===== src/rtl/airclk_keybuf.sv =====
// Digit-entry buffer for a keypad: keys shift into a live buffer and can be
// removed, committed, cleared, or aborted after a period with no key activity.
module airclk_keybuf #(
    parameter int NUM_DIGITS = 4,
    parameter int DIGIT_W    = 4,
    parameter int MAX_KEY    = 9,
    parameter int TIMEOUT_S  = 10
) (
    input  logic                          clock,
    input  logic                          reset_n,
    input  logic                          shift,
    input  logic [DIGIT_W-1:0]            key,
    input  logic                          backspace,
    input  logic                          commit,
    input  logic                          clear,
    input  logic                          one_sec,
    output logic [NUM_DIGITS*DIGIT_W-1:0] key_buf,
    output logic [$clog2(NUM_DIGITS+1)-1:0] digit_count,
    output logic                          entry_active,
    output logic [NUM_DIGITS*DIGIT_W-1:0] key_out,
    output logic                          key_out_valid,
    output logic                          key_reject,
    output logic                          entry_timeout
);

    localparam int BUF_W = NUM_DIGITS * DIGIT_W;
    localparam int CNT_W = $clog2(NUM_DIGITS + 1);
    localparam int TMR_W = $clog2(TIMEOUT_S + 1);

    localparam logic [0:0] IDLE  = 1'b0;
    localparam logic [0:0] ENTRY = 1'b1;

    localparam logic [31:0]      MAX_KEY_U  = 32'(MAX_KEY);
    localparam logic [CNT_W-1:0] FULL_CNT   = CNT_W'(NUM_DIGITS);
    localparam logic [TMR_W-1:0] LAST_TICK  = TMR_W'(TIMEOUT_S - 1);

    logic [0:0]       state_q,   state_d;
    logic [BUF_W-1:0] buf_q,     buf_d;
    logic [CNT_W-1:0] count_q,   count_d;
    logic [TMR_W-1:0] timer_q,   timer_d;
    logic [BUF_W-1:0] keyOut_q,  keyOut_d;
    logic             valid_q,   valid_d;
    logic             reject_q,  reject_d;
    logic             timeout_q, timeout_d;

    logic keyLegal;
    logic inEntry;

    assign keyLegal = ({{(32-DIGIT_W){1'b0}}, key} <= MAX_KEY_U);
    assign inEntry  = (state_q == ENTRY);

    // Strobes in a fixed priority chain; commit/backspace only win in ENTRY.
    always_comb begin
        state_d   = state_q;
        buf_d     = buf_q;
        count_d   = count_q;
        timer_d   = timer_q;
        keyOut_d  = keyOut_q;
        valid_d   = 1'b0;
        reject_d  = 1'b0;
        timeout_d = 1'b0;

        if (clear) begin
            buf_d   = '0;
            count_d = '0;
            timer_d = '0;
            state_d = IDLE;
        end else if (commit && inEntry) begin
            keyOut_d = buf_q;
            valid_d  = 1'b1;
            buf_d    = '0;
            count_d  = '0;
            timer_d  = '0;
            state_d  = IDLE;
        end else if (backspace && inEntry) begin
            buf_d   = {{DIGIT_W{1'b0}}, buf_q[BUF_W-1:DIGIT_W]};
            count_d = count_q - CNT_W'(1);
            timer_d = '0;
            if (count_q == CNT_W'(1)) begin
                state_d = IDLE;
            end
        end else if (shift) begin
            if (keyLegal) begin
                buf_d   = {buf_q[BUF_W-DIGIT_W-1:0], key};
                count_d = (count_q == FULL_CNT) ? count_q : count_q + CNT_W'(1);
                timer_d = '0;
                state_d = ENTRY;
            end else begin
                reject_d = 1'b1;
            end
        end else if (one_sec && inEntry) begin
            if (timer_q == LAST_TICK) begin
                buf_d     = '0;
                count_d   = '0;
                timer_d   = '0;
                timeout_d = 1'b1;
                state_d   = IDLE;
            end else begin
                timer_d = timer_q + TMR_W'(1);
            end
        end
    end

    always_ff @(posedge clock or negedge reset_n) begin
        if (!reset_n) begin
            state_q   <= IDLE;
            buf_q     <= '0;
            count_q   <= '0;
            timer_q   <= '0;
            keyOut_q  <= '0;
            valid_q   <= 1'b0;
            reject_q  <= 1'b0;
            timeout_q <= 1'b0;
        end else begin
            state_q   <= state_d;
            buf_q     <= buf_d;
            count_q   <= count_d;
            timer_q   <= timer_d;
            keyOut_q  <= keyOut_d;
            valid_q   <= valid_d;
            reject_q  <= reject_d;
            timeout_q <= timeout_d;
        end
    end

    assign key_buf       = buf_q;
    assign digit_count   = count_q;
    assign entry_active  = inEntry;
    assign key_out       = keyOut_q;
    assign key_out_valid = valid_q;
    assign key_reject    = reject_q;
    assign entry_timeout = timeout_q;

endmodule


===== config.mk =====
export PLATFORM = sky130hd
export DESIGN_NAME = airclk_keybuf
export DESIGN_NICKNAME = d
export VERILOG_FILES = /design/src/rtl/airclk_keybuf.sv
export SDC_FILE = /design/constraint.sdc
export NUM_CORES = 1
export LEC_CHECK = 0
export CAP_MARGIN = 20
export CORE_ASPECT_RATIO = 0.75
export CORE_MARGIN = 5
export CORE_UTILIZATION = 46
export CTS_BUF_LIST = sky130_fd_sc_hd__clkbuf_4 sky130_fd_sc_hd__clkbuf_8
export DETAILED_ROUTE_END_ITERATION = 8
export GPL_TIMING_DRIVEN = 0
export MAX_ROUTING_LAYER = met4
export PLACE_DENSITY = 0.78
export SYNTH_ARGS = -nofsm -noshare
export SYNTH_HDL_FRONTEND = slang
export SYNTH_SLANG_ARGS = --single-unit

===== constraint.sdc =====
create_clock -name clock -period 2.25 [get_ports clock]
set_clock_uncertainty 0.2 [all_clocks]
set_input_delay 0.45 -clock clock [delete_from_list [all_inputs] [get_ports clock]]
set_output_delay 0.45 -clock clock [all_outputs]
set_load 0.02 [all_outputs]

# Yosys cells after proc, flatten, opt, wreduce, memory -nomap -nowiden
# Cells that the tools add are included.
op_classes:
  n_addsub: 3
  mul: 0
  div_mod_pow: 0
  magnitude_cmp: 1
  n_eq_ne: 6
  shifts: 0
  muxes: 43
  n_bitwise: 1
  reduce_logical: 10
op_table:
  columns: ["cell", "n"]
  rows:
  - ["$mux 16", 7]
  - ["$mux 4", 7]
  - ["$mux 3", 8]
  - ["$mux 1", 21]
  - ["$reduce_bool 5->1", 2]
  - ["$reduce_and 4->1", 2]
  - ["$ne 5x1->1 const B", 1]
  - ["$ne 5x5->1 const B", 1]
  - ["$add 4x1->4 const B", 1]
  - ["$eq 4x4->1 const B", 1]
  - ["$le 4x4->1 const B", 1]
  - ["$ne 4x3->1 const B", 1]
  - ["$reduce_and 2->1", 2]
  - ["$add 3x1->3 const B", 1]
  - ["$eq 3x1->1 const B", 1]
  - ["$eq 3x3->1 const B", 1]
  - ["$logic_and 1x1->1", 3]
  - ["$reduce_and 3->1", 1]
  - ["$sub 3x1->3 const B", 1]
  - ["$not 1->1", 1]
word_totals:
  regBits: 43
  latch_bits: 0
  ramBits: 0
  rom_bits: 0
  output_inout_bits: 39
  memories: 0

# Depth between registers and ports, before layout
# Gate-level depths: netlist of the first run.
logic_depth:
  word_depth: 7
  ltp_mapped: 7
  ltp_nobuf: 6

# Worst setup path after synthesis of the first run
# No wires, ideal clock.
synth_path:
  kind: "flip-flop to flip-flop"
  startpoint: "register timer_q[0]"
  endpoint: "register buf_q[0], in the netlist key_buf[0]"
  setup_time_ns: 0.125
  t_arrival_ns: 1.761
  t_required_ns: 1.925
  path_slack_ns: 0.164
  stages_incl_launch_ff: 7
  n_path_buf: 1
  period_less_slack_ns: 2.086
  cell_sequence: "dfrtp_1 ha_1 nor4bb_2 a2111oi_4 nor2_4 buf_6 mux2_4"
synth_via:
  elab_chain_len: 3
synth_lines:
  columns: ["element", "line", "rtl"]
  rows:
  - ["start: declaration", "40", "logic [TMR_W-1:0] timer_q, timer_d;"]
  - ["start signal: assignment", "118", "timer_q <= timer_d;"]
  - ["$eq 4x4->1", "92", "if (timer_q == LAST_TICK) begin"]
  - ["$reduce_bool 5->1 (no source line)", null, null]
  - ["$reduce_and 3->1 (no source line)", null, null]
  - ["end signal: assignment", "116", "buf_q <= buf_d;"]
  - ["end: declaration", "38", "logic [BUF_W-1:0] buf_q, buf_d;"]
# Every way passes these cells.
# A chain may end at the register's enable or synchronous reset.

# Final worst setup path of the first run
layout_path:
  startpoint: "input clear"
  endpoint: "register buf_q[1], in the netlist key_buf[1]"
layout_via:
  elab_chain_len: 2
  elab_cells_between_ends: 5
layout_lines:
  columns: ["element", "line", "rtl"]
  rows:
  - ["start: declaration", "15", "input logic clear,"]
  - ["$ne 5x1->1 (no source line) or $reduce_bool 5->1 (tied branches)", null, null]
  - ["$reduce_and 3->1 (no source line)", null, null]
# Parallel ways exist; a longest one is shown, timed or not.

==> results.md, run 1 <==
- Worst Hold Class: flop to flop
- First-pass GRT wire length: about 7.7 mm
- FMAX: 457.9 MHz
- Share of cells above drive strength 1: between 10% and 20%
- Die width: 87.57 um
- Wirelength per Cell: ~15 um
- Max cap viols: 0
- WP depth: 7
- Hold WS: roughly 0.27 ns
- CP Buf/Inv Count: 3
- Setup WS pre-CTS: -0.5099 ns
- Via count: about 1600
- FP Rows: 21
- Netlist cell types: 35
- PD cells: 658.4 nW/um2
- Core Box Area: 4414 um2
- Initial antenna violation count: 0
- Area Growth Syn to Fin: 36.29%
- Root buf cell: clkbuf_8
- Share of the synthesized area in the top cell type: 51.84%
- Register share of total power: between 40 and 50%
- Starting Density: a little under half
- Die ar.: 5970 um2
- Post-synthesis async set-or-reset flop share: 100.0%
- Ranking of synthesized cells by area: dfrtp_1 52%, nand2_1 8.7%, mux2_2 5.4%, a22o_1 5.1%, ha_1 3.6%
- Chip Height: 68.18 um
- DPL Wire Length: 3.513 mm
- CTS tree: built
- H-tree depth: 2
- Outcome: completed
- Switching part of the total power: 30.09%
- Least-Margin Pin Slew: roughly 0.52 ns
- First-pass detailed-route iteration total: 4
- Clock buffer depth: 2
- RD Place Congestion: 0.8189
- Global route total overflow: 0
- Final TNS setup: 0 ns
- NumNets Final: around 270
- Crit-path max FO: 10
- Yosys top cell by area: dfrtp_1
- Clk Latency, worst-skew pair: about 0.30 ns
- Count leader, synth: nand2_1
- CTS buffer count: 5
- Worst setup margin: 0.06623 ns
- Psw: 0.0005604 W
- Pins over their slew limit: 0
- Crit path cell chain: clkdlybuf4s50_1 > or2_0 > buf_2 > nor2_4 > nor2_4 > buf_6 > mux2_4
- RSZ-0062 raised after global routing: no
- Crit path required time: about 2.2 ns
- PortBufs: 49
- Syn Nets: 210
- Worst path max stage delay: 0.58 ns
- Critical-path top delay cell: clkdlybuf4s50_1
- Startpoint types: input pin
- Final Util: around 64%
- Largest net degree at the start of global routing: 28
- Static Leak: 1.316 nW
- DRT iter0 DRCs: a little over 80
- Final hold viol count: 0
- Most frequent CP cell: nor2_4
- DR DRC count: 0
- VDD IR max: 0.0003605 V
- #FFs+latches synth: between 40 and 50
- Combinational Power Share: 26.4%
- Synth warnings: 0
- CP arrival: 2.16 ns
- Register area share after synthesis: 51.84%
- Routed Antenna Nets: 0
- WHS Path Cells: 2
- Post-Route WL: 4.706 mm
- Via/cell ratio: 5.048
- Top delay family on crit path: buffers and inverters
- Critical Path End Type: flop
- Cell Area, Synth: 2076 um2
- # setup viols final: 0
- Cell internal pwr: about 0.0013 W
- Post-route minimum period: 2.184 ns
- I/O pins: 50
- Relative slew margins: roughly two thirds
- Reg2Reg Depth: 7
- Fin crit share: slightly below 100%
- Number of global-route vias before repair: around 1500
- Clock sink count: 43
- EDFF count, synth: 0
- Ys flop type: dfrtp_1
- Clock share of power: 26.5%
- Diodes inserted: 0
- All-Layer GR Usage: roughly 18%
- Syn avg cell area: 10.76 um2
- Reg clk slew, reported paths: 0.08 ns
- Critical path class: input pin to flop
- Commonest cells post-synth: 48 x nand2_1, 43 x dfrtp_1, 12 x a22o_1, 10 x mux2_2
- Synth Instances: slightly below 200
-- cell type report --
class / count / area, um2
clock buffers: 7 / 83.83
repair buffers: 54 / 541.8
fillers: 356 / 1585
plain buffers: 8 / 43.79
flip-flops and latches: 43 / 1076
well taps: 57 / 71.32
clock inverters: 1 / 5.005
multi-input cells: 133 / 973.4
inverters: 9 / 33.78
-- tightest hold or removal path, stage by stage (launching register included) --
cell     delay [ns]
dfrtp_1        0.35
nand2_1        0.05
nand2_1        0.05
-- cell usage in the layout, fill, tap and decap left out, types with 3 or more instances in the layout --
master           instances
dfrtp_1                 43
nor3_1                   5
a21oi_1                  4
o21ai_0                  8
nand2_1                 48
mux2i_1                  5
a22o_1                  12
nand2b_1                 3
clkdlybuf4s50_1         45
mux2_2                  10
clkbuf_1                 4
ha_1                     6
inv_1                    9
buf_4                    4
nor2_4                   3
clkbuf_8                 5
buf_2                    3
mux2_4                   5
nand3_1                  5
-- stage by stage --
step	total power (W)	std cells	instance area, um2
2_1_floorplan	0.001152	193	2076
3_3_place_gp	0.001338	299	2638
3_5_place_dp	0.001353	300	2653
4_1_cts	0.001860	309	2773
5_1_grt	0.001960	312	2829
6_report	0.001863	312	2829
-- power groups by stage --
stage | clock network (W) | logic [W] | registers, W
after CTS | 0.000507 | 0.000476 | 0.000877
after floorplan | 0 | 0.000205 | 0.000947
after detailed placement | 0 | 0.000462 | 0.000891
after global routing | 0.000542 | 0.000532 | 0.000886
after global placement | 0 | 0.000449 | 0.000889
final | 0.000494 | 0.000492 | 0.000877
-- metal layers --
metal | vias up | track usage [%] | routed length, um
li1 | 791 | - | -
met1 | 739 | 25.00 | 2419
met2 | 36 | 24.34 | 1995
met3 | 9 | 3.730 | 193
met4 | 0 | 8.238 | 97
met5 | - | - | 0
-- registers in the layout (all words and copies together) (netlist names) --
name	cells
key_buf	16
key_out	16
timer_q	4
digit_count	3
entry_active	1
entry_timeout	1
key_out_valid	1
key_reject	1
-- kinds of logic after synthesis --
kind of cell,share of synthesized area (%)
multiplexers,11.45
AND/OR/NAND/NOR,15.85
buffers and inverters,3.737
XOR/XNOR,0.8440
flip-flops,51.84
adder cells (fa/ha/maj),3.617
AO/OA/AOI/OAI,12.66
-- what timing repair did --
action / 4_1_cts / 5_1_grt
hold endpoints to repair: 16 / 0
pin swaps: 1 / 3
endpoints found under the setup margin: 13 / 9
resized for setup: 6 / 7
setup buffers: 0 / 3
hold buffers: 1 / 0
-- final timing paths --
check                                       to  slack, ns       start
min in group asynchronous       digit_count[0]       0.40     reset_n
worst min-delay path                key_out[6]       0.27  key_out[6]
max in group asynchronous           key_buf[1]       0.97     reset_n
worst max register to register  digit_count[0]       0.15  timer_q[1]
worst min register to register      key_out[6]       0.27  key_out[6]
worst max-delay path                key_buf[1]       0.07       clear
(Power assumes the default switching activity.)
==> run 2, diff against run 1 <==
--- a/config.mk
+++ b/config.mk
@@ -11,7 +11,6 @@
 export CORE_UTILIZATION = 46
 export CTS_BUF_LIST = sky130_fd_sc_hd__clkbuf_4 sky130_fd_sc_hd__clkbuf_8
 export DETAILED_ROUTE_END_ITERATION = 8
-export GPL_TIMING_DRIVEN = 0
 export MAX_ROUTING_LAYER = met4
 export PLACE_DENSITY = 0.78
 export SYNTH_ARGS = -nofsm -noshare
==> results.md, run 2 (synthesis results as in run 1) <==
- Cell internal pwr: 0.001439 W
- Core Box Area: 4414 um2
- Crit path required time: 2.23 ns
- Wirelength per Cell: 14.22 um
- First-pass GRT wire length: 7.659 mm
- Global route total overflow: 0
- Die width: 87.57 um
- Initial antenna violation count: 0
- Critical Path End Type: flop
- Commonest cells after routing, fill and taps aside: 48 x nand2_1, 48 x clkdlybuf4s50_1, 43 x dfrtp_1
- Outcome: completed
- DR DRC count: 0
- Relative slew margins: 64.35%
- Crit-path max FO: 15
- First-pass detailed-route iteration total: 4
- Root buf cell: clkbuf_8
- Clock share of power: 30.7%
- Clock sink count: 43
- Chip Height: 68.18 um
- H-tree depth: 2
- Total power: 0.001992 W
- Share of cells above drive strength 1: between 20% and 30%
- Diodes inserted: 0
- FMAX: 457.9 MHz
- NumNets Final: 281
- I/O pins: 50
- Area Growth Syn to Fin: 40.63%
- Routing usage on met3: under 10%
- Starting Density: 47.02%
- CTS tree: built
- DPL Wire Length: 3.271 mm
- Reg clk slew, reported paths: 0.08 ns
- VDD IR max: 0.0004014 V
- RD Place Congestion: 0.8175
- Static Leak: 1.367 nW
- Pins over their slew limit: 0
- Clk Latency, worst-skew pair: between 0.2 and 0.3 ns
- Number of global-route vias before repair: 1573
- Register share of total power: 44.0%
- Least-Margin Pin Slew: 0.5348 ns
- Combinational Power Share: 25.3%
- Largest net degree at the start of global routing: 44
- GR Layer Usage met2: 24.53%
- Critical-path top delay cell: clkdlybuf4s50_1
- PortBufs: 49
- Die ar.: ~6000 um2
- Crit path cell chain: clkdlybuf4s50_1 > buf_4 > a2111oi_4 > nor2_4 > buf_12 > mux2_4
- Fin crit share: 97.06%
- Worst path max stage delay: 0.50 ns
- Critical path class: input pin to flop
- Via/cell ratio: 5.106
- Post-route minimum period: 2.184 ns
- Setup WS pre-CTS: -0.3277 ns
- Startpoint types: input pin
- Met1 Track Usage GR: approximately a quarter
- All-Layer GR Usage: 17.56%
- Switching part of the total power: 27.76%
- DRT iter0 DRCs: 93
- CP arrival: between 2 and 2.5 ns
- CTS buffer count: 5
- Psw: 0.0005529 W
- Hold WS: 0.005862 ns
- # setup viols final: 0
- Finished Layout Cells: 322
- Post-Route WL: 4.580 mm
- Total placed cells including tap cells: approximately 310
- Busiest grt layer: met2
- FP Rows: 21
- Final hold viol count: 0
- Post-CTS Hold Buffers: 0
- Max cap viols: 0
- Routed Antenna Nets: 0
- Worst Hold Class: input pin to asynchronous set/reset pin
- Via count: between 1500 and 2000
- Worst setup margin: 0.06608 ns
- PD cells: slightly below 700 nW/um2
- Clock buffer depth: 2
## run 2: changes by cell type in the layout (fill, tap and decap cells not counted), sizes merged
cell | before | now
buf | 9 | 24
clkbuf | 11 | 6
clkdlybuf4s50 | 45 | 48
dlymetal6s2s | 2 | 0
bufinv | 0 | 1
dlygate4sd2 | 1 | 0
dlygate4sd3 | 1 | 0
## run 2: cell type report
class | count | area, um2
fillers | 348 | 1495
inverters | 9 | 33.78
clock buffers | 6 | 82.58
well taps | 57 | 71.32
clock inverters | 2 | 35.03
multi-input cells | 133 | 937.1
flip-flops and latches | 43 | 1076
repair buffers | 72 | 683.2
## run 2: repair_timing
action                     in CTS  in global routing
resized for setup               0                  3
hold endpoints to repair        0                  0
buffers inserted                1                  0
setup endpoints to repair       6                 12
pin swaps                       1                  1
## run 2: final timing paths
| kind | startpoint | to | slack [ns] | cells after the start |
|---|---|---|---|---|
| worst max register to register | timer_q[0] | key_buf[11] | 0.09 | 6 |
| worst min-delay path | reset_n | entry_active | 0.006 | 2 |
| max in group asynchronous | reset_n | key_out[9] | 1.47 | 2 |
| min in group clock | key_out[3] | key_out[3] | 0.27 | 2 |
| worst min register to register | key_out[3] | key_out[3] | 0.27 | 2 |
| worst max-delay path | shift | key_buf[11] | 0.07 | 6 |
## run 2: stage by stage
| stage | cell area [um2] | util (%) | TNS, ns |
|---|---|---|---|
| 6_report | 2919 | 66.13 | 0 |
| 4_1_cts | 2904 | 65.79 | 0 |
| 3_5_place_dp | 2766 | 62.67 | -6.115 |
| 2_1_floorplan | 2076 | - | 0 |
| 3_3_place_gp | 2766 | 62.67 | -5.743 |
| 5_1_grt | 2919 | 66.13 | -0.0002796 |
## run 2: critical path: cells and delay by family
family,cells,cell delay [ns]
AO/OA/AOI/OAI,1,0.48
buffers and inverters,3,0.86
multiplexers,1,0.29
AND/OR/NAND/NOR,1,0.08
## run 2: power by group through the flow
| stage | clock network, W | logic (W) | registers [W] |
|---|---|---|---|
| final | 0.000611 | 0.000504 | 0.000877 |
| after floorplan | 0 | 0.000205 | 0.000947 |
| after CTS | 0.000627 | 0.000503 | 0.000877 |
| after global routing | 0.000675 | 0.000546 | 0.000887 |
| after global placement | 0 | 0.000481 | 0.000890 |
| after detailed placement | 0 | 0.000487 | 0.000892 |
## run 2: layer usage
layer | routed length (um) | part of all wire [%]
met1 | 2247 | 49
met2 | 2041 | 45
met3 | 226 | 4.9
met4 | 64 | 1.4
met5 | 0 | 0
